[config.mk]
export PLATFORM = sky130hd
export DESIGN_NAME = fetch_unit
export DESIGN_NICKNAME = d
export VERILOG_FILES = /design/src/rtl/fetch_unit.sv
export SDC_FILE = /design/constraint.sdc
export NUM_CORES = 1
export LEC_CHECK = 0
export BUFFER_PORTS_ARGS = -buffer_cell sky130_fd_sc_hd__buf_4
export CAP_MARGIN = 10
export CORE_MARGIN = 4
export CORE_UTILIZATION = 45
export CTS_CLUSTER_DIAMETER = 100
export DETAILED_ROUTE_END_ITERATION = 8
export HOLD_SLACK_MARGIN = 0.02
export PLACE_DENSITY = 0.67
export REMOVE_ABC_BUFFERS = 1
export SETUP_SLACK_MARGIN = 0.4
export SLEW_MARGIN = 20
export SYNTH_ARGS = -nofsm -noshare
export SYNTH_HDL_FRONTEND = slang
export SYNTH_SLANG_ARGS = --single-unit
[constraint.sdc]
create_clock -name clk -period 6.8 [get_ports clk]
set_input_delay 1.36 -clock clk [delete_from_list [all_inputs] [get_ports clk]]
set_output_delay 1.36 -clock clk [all_outputs]
set_load 0.02 [all_outputs]
[src/rtl/fetch_unit.sv]
// Instruction fetch stage: tracks the fetch PC, issues single-outstanding imem
// requests and buffers returned words with their PCs in a prefetch queue.
module fetch_unit #(
  parameter int          DEPTH    = 4,
  parameter logic [31:0] RESET_PC = 32'h0
) (
  input  logic        clk,
  input  logic        reset,
  input  logic        redirect,
  input  logic [31:0] redirect_pc,
  output logic        imem_req,
  output logic [31:0] imem_addr,
  input  logic        imem_ack,
  input  logic [31:0] imem_rdata,
  output logic [31:0] instr,
  output logic [31:0] instr_pc,
  output logic        instr_valid,
  input  logic        instr_ready,
  output logic [1:0]  dbg_state
);

  localparam int PW = $clog2(DEPTH);
  localparam int CW = PW + 1;

  typedef enum logic [1:0] {
    ST_IDLE = 2'd0,
    ST_REQ  = 2'd1,
    ST_DROP = 2'd2
  } state_t;

  state_t          r_state;
  state_t          w_state_next;
  logic [31:0]     r_fetch_pc;
  logic [31:0]     w_fetch_pc_next;
  logic [31:0]     r_imem_addr;
  logic [31:0]     w_addr_next;
  logic [31:0]     w_pc_inc;
  logic [PW-1:0]   r_rd_ptr;
  logic [PW-1:0]   r_wr_ptr;
  logic [CW-1:0]   r_count;
  logic [CW-1:0]   w_count_next;
  logic            w_xfer;
  logic            w_push;
  logic            w_pop;
  logic [31:0]     r_q_pc   [DEPTH];
  logic [31:0]     r_q_word [DEPTH];

  // Handshakes: an imem transfer is imem_req && imem_ack in the same cycle;
  // a decode pop is instr_valid && instr_ready in the same cycle.
  assign w_xfer       = (r_state != ST_IDLE) && imem_ack;
  assign w_push       = w_xfer && (r_state == ST_REQ);
  assign w_pop        = (r_count != '0) && instr_ready;
  assign w_count_next = r_count + CW'(w_push) - CW'(w_pop);
  assign w_pc_inc     = r_fetch_pc + 32'd4;

  assign imem_req    = (r_state != ST_IDLE);
  assign imem_addr   = r_imem_addr;
  assign instr       = r_q_word[r_rd_ptr];
  assign instr_pc    = r_q_pc[r_rd_ptr];
  assign instr_valid = (r_count != '0);
  assign dbg_state   = r_state;

  always_comb begin
    w_state_next    = r_state;
    w_fetch_pc_next = r_fetch_pc;
    w_addr_next     = r_imem_addr;
    if (redirect) begin
      w_fetch_pc_next = redirect_pc;
      // A still-pending request cannot be cancelled; its response must be eaten.
      if ((r_state != ST_IDLE) && !w_xfer) begin
        w_state_next = ST_DROP;
      end else begin
        w_state_next = ST_REQ;
        w_addr_next  = redirect_pc;
      end
    end else begin
      case (r_state)
        ST_IDLE: begin
          if (r_count < CW'(DEPTH)) begin
            w_state_next = ST_REQ;
            w_addr_next  = r_fetch_pc;
          end
        end
        ST_REQ: begin
          if (w_xfer) begin
            w_fetch_pc_next = w_pc_inc;
            if (w_count_next < CW'(DEPTH)) begin
              w_addr_next = w_pc_inc;
            end else begin
              w_state_next = ST_IDLE;
            end
          end
        end
        ST_DROP: begin
          if (w_xfer) begin
            w_state_next = ST_REQ;
            w_addr_next  = r_fetch_pc;
          end
        end
        default: w_state_next = ST_IDLE;
      endcase
    end
  end

  always_ff @(posedge clk or posedge reset) begin
    if (reset) begin
      r_state     <= ST_IDLE;
      r_fetch_pc  <= RESET_PC;
      r_imem_addr <= RESET_PC;
      r_rd_ptr    <= '0;
      r_wr_ptr    <= '0;
      r_count     <= '0;
    end else begin
      r_state     <= w_state_next;
      r_fetch_pc  <= w_fetch_pc_next;
      r_imem_addr <= w_addr_next;
      if (redirect) begin
        r_rd_ptr <= '0;
        r_wr_ptr <= '0;
        r_count  <= '0;
      end else begin
        if (w_push) r_wr_ptr <= r_wr_ptr + PW'(1);
        if (w_pop)  r_rd_ptr <= r_rd_ptr + PW'(1);
        r_count <= w_count_next;
      end
    end
  end

  // Queue storage needs no reset: entries are only observed while counted valid.
  always_ff @(posedge clk) begin
    if (w_push && !redirect) begin
      r_q_pc[r_wr_ptr]   <= r_imem_addr;
      r_q_word[r_wr_ptr] <= imem_rdata;
    end
  end

endmodule

# After elaboration in Yosys (flattened, before gate mapping)
# Memory sizes are Yosys's and may differ from the RTL's.
# Index checks and enable logic that the tools add are counted.
# totals
mem_bits_rw	256
out_inout_bits	100
latchBits	0
in_bits	69
romBits	0
word_cells	65
ff_bits	73
memories	2
# memory_table
name	depth	width	read_ports	rd_clocked_by_memory_dff	write_ports	line	text
r_q_pc	4	32	1	0	1	45	logic [31:0] r_q_pc [DEPTH];
r_q_word	4	32	1	0	1	46	logic [31:0] r_q_word [DEPTH];
# classes
order_cmp	2
n_bitwise	0
multipliers	0
muxes	24
n_shift	0
n_addsub	5
n_div	0
n_eq_ne	8
reduce_logical	18
# ops
cell	n
2-to-1 mux 32 bit	9
one-hot mux 32 bit (3 select lines)	1
adder 32 x 3 -> 32 bit, second input constant	1
2-to-1 mux 2 bit	10
inequality test 3 bit, second input constant	4
nonzero test 2 bit	5
less-than comparator 3 bit, second input constant	2
one-hot mux 2 bit (3 select lines)	1
AND reduction 6 bit	1
logical AND 1 bit	5
adder 2 x 1 -> 2 bit, second input constant	2
AND reduction 4 bit	1
nonzero test 4 bit	1
adder 3 x 1 -> 3 bit	1
2-to-1 mux 3 bit	1
inequality test 3 x 2 -> 1 bit, second input constant	1
nonzero test 3 bit	1
subtractor 3 x 1 -> 3 bit	1
equality test 2 x 1 -> 1 bit, second input constant	1
equality test 2 bit, second input constant	1
zero test 1 bit	2
zero test 2 bit	1
2-to-1 mux 1 bit	2
inequality test 2 bit, second input constant	1
AND reduction 2 bit	1

# Logic depth before layout (Yosys ltp)
# depth
word_depth	10
mapped_depth	17
mapped_depth_nobuf	12

# Worst setup path after synthesis
# No wires, ideal clock.
# synth_timing
path_type	input to register
startpoint	input imem_ack
endpoint	register r_imem_addr[29] (netlist: imem_addr[29])
setup_ps	128
stages	15
n_path_buf	3
arrival_ps	4124
setup_slack_ps	2548
path_cell_list	and3b_1 -> buf_2 -> inv_1 -> clkbuf_1 -> ha_1 -> inv_1 -> ha_1 -> inv_1 -> fa_1 -> xnor3_1 -> nor2_1 -> nor3_1 -> buf_2 -> mux2i_1 -> o21ai_0
# synth_via
elab_chain_len	7
elab_cells_between_ends	12
cone_classes	add/sub: 2; order compare: 1; eq/ne: 4; reduce/logical: 5
# synth_lines
item	line	text
from (decl)	13	input logic imem_ack,
logical AND 1 bit *	50	assign w_xfer = (r_state != ST_IDLE) && imem_ack;
logical AND 1 bit	51	assign w_push = w_xfer && (r_state == ST_REQ);
adder 3 x 1 -> 3 bit	53	assign w_count_next = r_count + CW'(w_push) - CW'(w_pop);
subtractor 3 x 1 -> 3 bit	53	
less-than comparator 3 bit	87	if (w_count_next < CW'(DEPTH)) begin
inequality test 3 x 2 -> 1 bit (no line)	--	
AND reduction 6 bit (no line) *	--	
to (signal assigned)	116	r_imem_addr <= w_addr_next;
to (decl)	35	logic [31:0] r_imem_addr;
# Every way passes the cells marked *; elsewhere a longest branch is shown, timed or not.
# A chain may end at the register's enable or synchronous reset.

# Worst setup path after layout
# layout_timing
startpoint	input imem_ack
endpoint	register r_imem_addr[14] (netlist: imem_addr[14])
# Same word-level chain as after synthesis.

==> summary.md <==
| Metric | Value |
|---|---|
| Tcrit/Tclk final | 65.6% |
| Sequential-to-total area share from yosys stat | a little over two thirds |
| Min Tclk post-route | 4.46 ns |
| Crit. End Element | flop |
| Die area | 0.0332 mm2 |
| Fillers | 2,425 |
| Share of cells above drive strength 1 | 31.1% |
| Multi-input logic area | 0.00390 mm2 |
| Worst min path class | reg2reg |
| Io pins | about 170 |
| Postcts setup bufs | 0 |
| H-tree depth | 2 |
| CTS Hold Buffers Added | 0 |
| Later-pin clock latency in the skew report | roughly 0.52 ns |
| Ys async rst share | 22.2% |
| Max-Cap Viols | 0 |
| Final Util | 55.6% |
| Vias in the first global route | 8,008 |
| CP startpoint kind | input port |
| # clock sinks | 329 |
| Remaining DRCs | 0 |
| Drt initial violations | 513 |
| Setup Viol. Count Final | 0 |
| Synth Flop Type | edfxtp_1 |
| Final hold vios | 0 |
| FF+latch count, synth | 329 |
| Distinct cell type count after synthesis | 55 |
| DRT antenna net count | 0 |
| GRT Util Overall | between 10% and 20% |
| Num rows | 63 |
| Core area | 0.0298 mm2 |
| Grt ovf | 0 |
| First-pass GRT wire length | 47.0 mm |
| Vias per Instance | 5.53 |
| Area growth syn-to-layout | 21.3% |
| CTS tree | yes |
| Initial core utilization | 45.8% |
| Worst rel slew slack | 35.6% |
| Initial antenna violation count | 0 |
| Leakage power | 5.83 nW |
| Hpwl dp | 18.8 mm |
| Cell Area, Synth | 0.0137 mm2 |
| Min Hold Slack | 0.498 ns |
| Peak Freq | ~0.22 GHz |
| Max VDD drop | 0.337 mV |
| Drt pass-1 iters | 7 |
| ANT cells | 0 |
| Post-Syn Area per Cell | between 15 and 20 um2 |
| Post-synth EDFFs | 256 |
| Clock Path Buffers | 3 |
| Max-slew violation count | 0 |
| Routed length per instance | 21.2 um |
| Outcome | completed |
| Largest net degree at the start of global routing | 74 |
| Final worst clock skew | between 0.015 and 0.02 ns |
| Area of placed instances | 0.0153 mm2 |
| Power per cell area | 400 mW/mm2 |
| NumNets Final | 1,077 |
| Syn Inst Count | 835 |
| TNS Setup | 0 ns |
| DIE HEIGHT | 182 um |
| Placer Congestion | 0.859 |
| Inserted Clock Buffers | 37 |
| Endpoint arrival time on the critical path | 4.82 ns |
| CP Class | in2reg |
| Worst slew pin tran | 0.966 ns |
| Post-CTS Resized | 0 |
| Critical path required time | between 7 and 8 ns |
| Die width | 182 um |
| Root Driver | clkbuf_16 |
| Final wirelength | 30.0 mm |
| Via count | 7,851 |
| IO Port Bufs | 168 |
| RSZ-0062 raised after global routing | no |
| Yosys warning count | 0 |
| CP Max Fanout | 27 |
| Clock transition at path regs | 0.06 ns |
| Register area | 0.00952 mm2 |
| Pwr Total | 6.63 mW |
| Post-layout instance area | 0.0166 mm2 |
-- report_power, final --
| group | internal, mW | switching, mW | total [mW] |
|---|---|---|---|
| Combinational | 0.804 | 0.935 | 1.74 |
| Clock | 1.28 | 0.778 | 2.06 |
| Sequential | 2.51 | 0.321 | 2.83 |
| Total | 4.59 | 2.03 | 6.63 |
-- critical path: stages --
cell,delay (ns)
buf_4,0.10
and3b_1,0.58
inv_1,0.49
ha_1,0.40
inv_1,0.06
ha_1,0.13
inv_1,0.05
fa_1,0.37
xnor3_1,0.24
nor2_1,0.06
or3_1,0.30
buf_4,0.22
nor2_1,0.32
a221oi_1,0.13
-- layer usage --
| layer | vias to the layer above | global-route usage [%] | share of wire [%] |
|---|---|---|---|
| li1 | 3569 | - | - |
| met1 | 3989 | 26.0 | 44 |
| met2 | 249 | 29.3 | 49 |
| met3 | 44 | 3.13 | 5.8 |
| met4 | 0 | 4.32 | 1.7 |
| met5 | - | 0 | 0 |
-- cells by family after synthesis --
| group | synth area share, % |
|---|---|
| buffers and inverters | 1.95 |
| flip-flops | 69.7 |
| AO/OA/AOI/OAI | 4.18 |
| AND/OR/NAND/NOR | 8.02 |
| XOR/XNOR | 3.31 |
| multiplexers | 12.1 |
| adder cells (fa/ha/maj) | 0.788 |
-- synth_stat cells (11+ instances only) --
| cell | instances | area [um2] |
|---|---|---|
| nor2_1 | 34 | 128 |
| nand2_1 | 68 | 255 |
| a21oi_1 | 16 | 80.1 |
| nand3_1 | 14 | 70.1 |
| mux4_2 | 64 | 1440 |
| xnor2_1 | 33 | 289 |
| nor3_1 | 17 | 85.1 |
| xor2_1 | 16 | 140 |
| nand4_1 | 15 | 93.8 |
| inv_1 | 11 | 41.3 |
| dfrtp_1 | 73 | 1830 |
| nor4_1 | 13 | 81.3 |
| o21ai_0 | 25 | 125 |
| clkbuf_1 | 31 | 116 |
| edfxtp_1 | 256 | 7690 |
| nand2b_1 | 11 | 68.8 |
| buf_2 | 15 | 75.1 |
-- cells in the final DEF, fill, tap and decap left out, types with 14 or more instances in the layout --
master     instances
edfxtp_1         256
buf_4            179
dfrtp_1           71
nand2_1           68
mux4_2            64
clkbuf_16         38
nor2_1            34
xnor2_1           33
o21ai_0           25
a21oi_1           16
nor3_1            16
xor2_1            16
nand4_1           15
nand3_1           14
clkbuf_1          14
-- cell type report --
class | count | area share [%]
well taps | 390 | 2.94
clock buffers | 53 | 6.14
clock inverters | 15 | 1.55
multi-input cells | 442 | 23.6
inverters | 11 | 0.249
repair buffers | 179 | 8.11
flip-flops and latches | 329 | 57.5
-- stage by stage --
step	std cells	setup slack, ns
final	1419	2.34
after global routing	1419	2.20
after CTS	1419	2.38
after detailed placement	1351	1.85
after global placement	1351	1.91
after floorplan	782	0.939
-- worst paths after layout --
path | to | cells past startpoint | slack, ns | startpoint
min in group asynchronous | imem_addr[7] | 3 | 1.13 | reset
worst max register to register | imem_addr[14] | 13 | 2.66 | dbg_state[0]
worst min register to register | r_fetch_pc[1] | 1 | 0.50 | r_fetch_pc[1]
worst max-delay path | imem_addr[14] | 14 | 2.34 | imem_ack
worst min-delay path | r_fetch_pc[1] | 1 | 0.50 | r_fetch_pc[1]
max in group asynchronous | r_rd_ptr[0] | 3 | 4.91 | reset
-- sequential cells by signal (all words and copies together) (netlist names) --
name	flops
dbg_state	2
imem_addr	32
r_count	3
r_fetch_pc	32
r_q_pc	128
r_q_word	128
r_rd_ptr	2
r_wr_ptr	2
(Power assumes the default switching activity.)
